### src/rtl/edge_detector_pkg.sv
// Shared encodings for the multi-channel edge detector: edge-select modes and
// the per-channel qualification FSM states.
package edge_detector_pkg;

   localparam int MODE_W = 2;

   localparam logic [MODE_W-1:0] MODE_OFF  = 2'b00;
   localparam logic [MODE_W-1:0] MODE_RISE = 2'b01;
   localparam logic [MODE_W-1:0] MODE_FALL = 2'b10;
   localparam logic [MODE_W-1:0] MODE_BOTH = 2'b11;

   typedef enum logic [2:0] {
      IDLE    = 3'd0,
      ST_LOW  = 3'd1,
      ST_HIGH = 3'd2,
      Q_HIGH  = 3'd3,
      Q_LOW   = 3'd4
   } state_t;

   function automatic logic pulse_on_rise(input logic [MODE_W-1:0] m);
      return (m == MODE_RISE) || (m == MODE_BOTH);
   endfunction

   function automatic logic pulse_on_fall(input logic [MODE_W-1:0] m);
      return (m == MODE_FALL) || (m == MODE_BOTH);
   endfunction

endpackage

### src/rtl/edge_detect_channel.sv
// One channel: input synchroniser, debounce/qualification FSM, edge pulse,
// filtered level, and sticky status/overrun flags.
module edge_detect_channel
   import edge_detector_pkg::*;
#(
   parameter int SYNC_STAGES   = 2,
   parameter int FILTER_CYCLES = 4
) (
   input  logic              clock,
   input  logic              reset,
   input  logic              enable,
   input  logic              din,
   input  logic [MODE_W-1:0] mode,
   input  logic              status_clear,
   output logic              pulse_out,
   output logic              level_out,
   output logic              status,
   output logic              overrun
);

   localparam int              CW     = $clog2(FILTER_CYCLES + 1);
   localparam logic [CW-1:0]   FILT   = CW'(FILTER_CYCLES);
   localparam logic [CW-1:0]   ONE    = CW'(1);
   localparam bit              SINGLE = (FILTER_CYCLES == 1);

   logic [SYNC_STAGES-1:0] sync;
   logic                   s;
   state_t                 state;
   logic [CW-1:0]          cnt;
   logic [CW-1:0]          cnt_inc;
   logic [CW-1:0]          idle_cnt;
   logic                   last;
   logic                   pulse_q;
   logic                   level_q;

   // NOTE: sequential state uses <= so every flop samples pre-edge values.
   always_ff @(posedge clock) begin
      if (reset) sync <= '0;
      else       sync <= {sync[SYNC_STAGES-2:0], din};
   end

   assign s        = sync[SYNC_STAGES-1];
   assign cnt_inc  = cnt + ONE;
   assign idle_cnt = ((cnt == '0) || (s != last)) ? ONE : cnt_inc;

   always_ff @(posedge clock) begin
      if (reset || !enable) begin
         state   <= IDLE;
         cnt     <= '0;
         last    <= 1'b0;
         pulse_q <= 1'b0;
         level_q <= 1'b0;
      end else begin
         pulse_q <= 1'b0;
         case (state)
            IDLE: begin
               last <= s;
               if (idle_cnt == FILT) begin
                  state   <= s ? ST_HIGH : ST_LOW;
                  level_q <= s;
                  cnt     <= '0;
               end else begin
                  cnt <= idle_cnt;
               end
            end
            ST_LOW: if (s) begin
               if (SINGLE) begin
                  state   <= ST_HIGH;
                  level_q <= 1'b1;
                  pulse_q <= pulse_on_rise(mode);
               end else begin
                  state <= Q_HIGH;
                  cnt   <= ONE;
               end
            end
            ST_HIGH: if (!s) begin
               if (SINGLE) begin
                  state   <= ST_LOW;
                  level_q <= 1'b0;
                  pulse_q <= pulse_on_fall(mode);
               end else begin
                  state <= Q_LOW;
                  cnt   <= ONE;
               end
            end
            Q_HIGH: begin
               if (!s) begin
                  state <= ST_LOW;
                  cnt   <= '0;
               end else if (cnt_inc == FILT) begin
                  state   <= ST_HIGH;
                  level_q <= 1'b1;
                  pulse_q <= pulse_on_rise(mode);
                  cnt     <= '0;
               end else begin
                  cnt <= cnt_inc;
               end
            end
            Q_LOW: begin
               if (s) begin
                  state <= ST_HIGH;
                  cnt   <= '0;
               end else if (cnt_inc == FILT) begin
                  state   <= ST_LOW;
                  level_q <= 1'b0;
                  pulse_q <= pulse_on_fall(mode);
                  cnt     <= '0;
               end else begin
                  cnt <= cnt_inc;
               end
            end
            default: begin
               state   <= IDLE;
               cnt     <= '0;
               level_q <= 1'b0;
            end
         endcase
      end
   end

   assign pulse_out = pulse_q & enable;
   assign level_out = level_q & enable;

   // Set beats clear for status; a clear in the pulse cycle suppresses overrun.
   always_ff @(posedge clock) begin
      if (reset) begin
         status  <= 1'b0;
         overrun <= 1'b0;
      end else begin
         status  <= pulse_out | (status & ~status_clear);
         overrun <= (pulse_out & status & ~status_clear) | (overrun & ~status_clear);
      end
   end

endmodule

### src/rtl/multi_channel_edge_detector.sv
// Multi-channel edge detector: an array of independent qualification channels
// sharing clock, reset and enable.
module multi_channel_edge_detector
   import edge_detector_pkg::*;
#(
   parameter int CHANNELS      = 4,
   parameter int SYNC_STAGES   = 2,
   parameter int FILTER_CYCLES = 4
) (
   input  logic                       clock,
   input  logic                       reset,
   input  logic                       enable,
   input  logic [CHANNELS-1:0]        data_in,
   input  logic [MODE_W*CHANNELS-1:0] mode,
   input  logic [CHANNELS-1:0]        status_clear,
   output logic [CHANNELS-1:0]        pulse_out,
   output logic [CHANNELS-1:0]        level_out,
   output logic [CHANNELS-1:0]        status,
   output logic [CHANNELS-1:0]        overrun
);

   for (genvar i = 0; i < CHANNELS; i++) begin : g_ch
      edge_detect_channel #(
         .SYNC_STAGES   (SYNC_STAGES),
         .FILTER_CYCLES (FILTER_CYCLES)
      ) u_ch (
         .clock        (clock),
         .reset        (reset),
         .enable       (enable),
         .din          (data_in[i]),
         .mode         (mode[MODE_W*i +: MODE_W]),
         .status_clear (status_clear[i]),
         .pulse_out    (pulse_out[i]),
         .level_out    (level_out[i]),
         .status       (status[i]),
         .overrun      (overrun[i])
      );
   end

endmodule

### config.mk
export PLATFORM = sky130hd
export DESIGN_NAME = multi_channel_edge_detector
export DESIGN_NICKNAME = d
export VERILOG_FILES = /design/src/rtl/edge_detector_pkg.sv /design/src/rtl/edge_detect_channel.sv /design/src/rtl/multi_channel_edge_detector.sv
export SDC_FILE = /design/constraint.sdc
export NUM_CORES = 1
export LEC_CHECK = 0
export CAP_MARGIN = 15
export CORE_MARGIN = 5
export CORE_UTILIZATION = 45
export CTS_CLUSTER_SIZE = 12
export DETAILED_ROUTE_END_ITERATION = 8
export GPL_TIMING_DRIVEN = 1
export PLACE_DENSITY = 0.64
export SYNTH_ARGS = -nofsm -noshare
export SYNTH_HDL_FRONTEND = slang
export SYNTH_SLANG_ARGS = --single-unit
### constraint.sdc
create_clock -name clock -period 5.1 [get_ports clock]
set_clock_uncertainty 0.1 [all_clocks]
set_input_delay 1.02 -clock clock [delete_from_list [all_inputs] [get_ports clock]]
set_output_delay 1.02 -clock clock [all_outputs]
set_load 0.03 [all_outputs]
==> key figures <==
Cells and area
  • Share of cells above drive strength 1: 4.23%
  • Multi-input logic area: 2020 sq um
  • Nets: roughly 480
  • Fill cell count: 731
  • Area growth syn-to-layout: 9.52%
  • Diode count: 0
  • Register area: 1040 sq um

Timing
  • RSZ-0062 raised after global routing: false
  • Worst-Margin Slew: 0.903 ns
  • Final Hold Viols: 0
  • Final worst slack: 1.33 ns
  • Slew HR: between 30% and 40%
  • Setup_tns: 0 ns
  • Fin. max-slew vios: 0
  • Fmax: approximately 0.27 GHz
  • Period Utilization, post-route: between 70% and 80%
  • Minimum clock period: 3.77 ns
  • Final setup viols: 0

Global route
  • Largest net degree at the start of global routing: 24
  • Initial antenna violation count: 0
  • Gr ovfl total: 0
  • Number of global-route vias before repair: 2688
  • Global-route usage over all layers: between 10% and 20%
  • First-pass GRT wire length: 13000 um

Setup path
  • Critical path class: input pin to output pin
  • Startpoint type of the worst setup path: input pin
  • CP Data Required Time: 3.98 ns
  • CP Max Fanout: 10
  • Worst setup EP type: output pin
  • Arrival @ worst endpoint: between 2 and 3 ns

Logic synthesis
  • Number of synthesized flops with an enable pin: 0
  • YS warnings: 0
  • Syn avg cell area: 7.62 sq um
  • Most frequent cell after synthesis: dfxtp_1
  • Post-synth top area share: 30.5%
  • Yosys cell types: 62
  • Post-Synthesis Cell Area: 3420 sq um
  • Syn Inst Count: 448
  • Synth Register Bits: 52
  • Seq/Total Area, Yosys: 30.5%
  • Synth top area cells: dfxtp_1, ha_1, a21oi_1, nand2_1, o21ai_0
  • Ys async rst share: 0%
  • Synth top cells by count: dfxtp_1, nand2_1, a21oi_1, nor2_1, o21ai_0
  • Post-Syn Nets: 482
  • Synth area leader: dfxtp_1
  • Synth Flop Type: dfxtp_1

Route
  • Initial DRC Count: slightly below 90
  • DRT Pass-1 Iters: 4
  • Routed length per instance: 13.9 um
  • DRT antenna net count: 0
  • DRT Wirelength: roughly 7600 um
  • Vias: 3035
  • Routed vias/inst: around 5.5
  • DRC: 0

Clocking
  • CTS buffer count: 5
  • Clk buf depth: 2
  • Clk root buf: clkbuf_8
  • Hold Buf Count CTS: 0
  • TritonCTS clock tree: yes
  • CTS sink cnt: 52
  • CTS clock-pin slew for the worst setup and hold paths: 0.09 ns
  • Clock Latency Late Sink: 0.30 ns
  • Post-CTS Repair Setup Buffers: 0
  • H-Tree Depth: 2
  • Cells resized by post-CTS repair: 0

Floorplan
  • I/O pins: 35
  • Die area: 9430 sq um
  • Initial Utilization: 46.6%
  • Die Width: between 90 and 100 um
  • CORE AREA: 7330 sq um
  • Floorplan row count: 31
  • Die H: 97.1 um

Run status
  • Status: completed

Power and ir drop
  • Comb pwr share: 8.7%
  • Switch Pwr: 171 uW
  • VDD IR max: 101 uV
  • Clock power share: around a third
  • Internal power: 553 uW
  • Leak Pwr: approximately 0.0013 uW
  • Register share of total power: 58.2%
  • Switch share: 23.6%
  • Power density over the cells: just under 200 nW/um^2

Place
  • RD Place Congestion: between 0.8 and 0.9
  • Port Buffers: 34
  • Place WS: 1.34 ns
  • DP HPWL: 5500 um

Worst hold path
  • HP Class: flop to flop

Job
  • Max-cap violations: 0
per-stage QoR:
stage | instance area, sq um | std cells | utilization [%] | power [uW] | hold WS (ns)
finish | 3740 | 548 | 51.0 | 724 | 0.351
global route | 3740 | 548 | 51.0 | 762 | 0.366
floorplan | 3420 | 448 | - | 466 | 0.314
CTS | 3740 | 548 | 51.0 | 735 | 0.351
global placement | 3650 | 540 | 49.8 | 492 | 0.321
detailed placement | 3650 | 540 | 49.8 | 493 | 0.329
kinds of logic (layout without fill, tap and decap cells):
family,Yosys count,in the layout,share of synthesized area [%]
xor gates and xnor gates,8,8,2.05
AOI/OAI and AO/OA,120,120,22.6
buffers and inverters,72,73,10.4
and+or+nand+nor,172,172,26.3
adders and majority gates,15,15,5.49
DFF,52,52,30.5
muxes,9,9,2.64
metal layers:
metal	vias up	track usage, %	share of wire [%]
met5	-	0	0
met4	0	3.56	0.62
met3	4	3.88	5.1
met2	71	23.4	43
met1	1391	23.5	51
li1	1569	-	-
final cells by class:
type                       instances  share of cell area [%]
timing repair buffer              37                    9.70
tap                               99                    3.31
multi-input combinational        324                    53.9
sequential                        52                    27.8
clock buffer                       8                    2.41
inverter                          28                    2.81
sequential cells by signal, indices dropped and copies added (netlist names):
name and count:
g_ch.u_ch.overrun 4, g_ch.u_ch.level_q 4, g_ch.u_ch.cnt 12, g_ch.u_ch.pulse_q 4, g_ch.u_ch.status 4, g_ch.u_ch.state 12
g_ch.u_ch.last 4, g_ch.u_ch.sync 8
placed cells by master (no fill, tap or decap), drive strengths merged, types with 8 or more instances in the layout:
master          n
mux2i           9
nor2           34
and2            9
clkdlybuf4s50  34
o21ai          35
nand3          10
clkbuf          8
nor3           14
dfxtp          52
inv            28
a31oi           8
nor2b          16
nand2b         10
ha             15
nand2          42
a21oi          35
power by group through the flow:
stage | sequential [uW] | combinational (uW) | clock (uW)
final | 422 | 62.7 | 240
after global routing | 424 | 68.9 | 270
after CTS | 422 | 62.7 | 251
after detailed placement | 431 | 62.3 | 0
after global placement | 431 | 61.2 | 0
after floorplan | 425 | 41.1 | 0
final timing paths:
check                        from                    to  slack (ns)  depth (start not counted)
max                        enable          pulse_out[2]        1.33                          3
min          g_ch[2].u_ch.level_q  g_ch[2].u_ch.level_q        0.35                          2
max reg2reg   g_ch[3].u_ch.cnt[0]  g_ch[3].u_ch.level_q        3.04                          7
min reg2reg  g_ch[2].u_ch.level_q  g_ch[2].u_ch.level_q        0.35                          2
worst max-delay path, cell delays in order:
cell             delay, ns
clkdlybuf4s50_1       0.70
and2_1                0.24
clkdlybuf4s50_1       0.69
(Power assumes the default switching activity.)
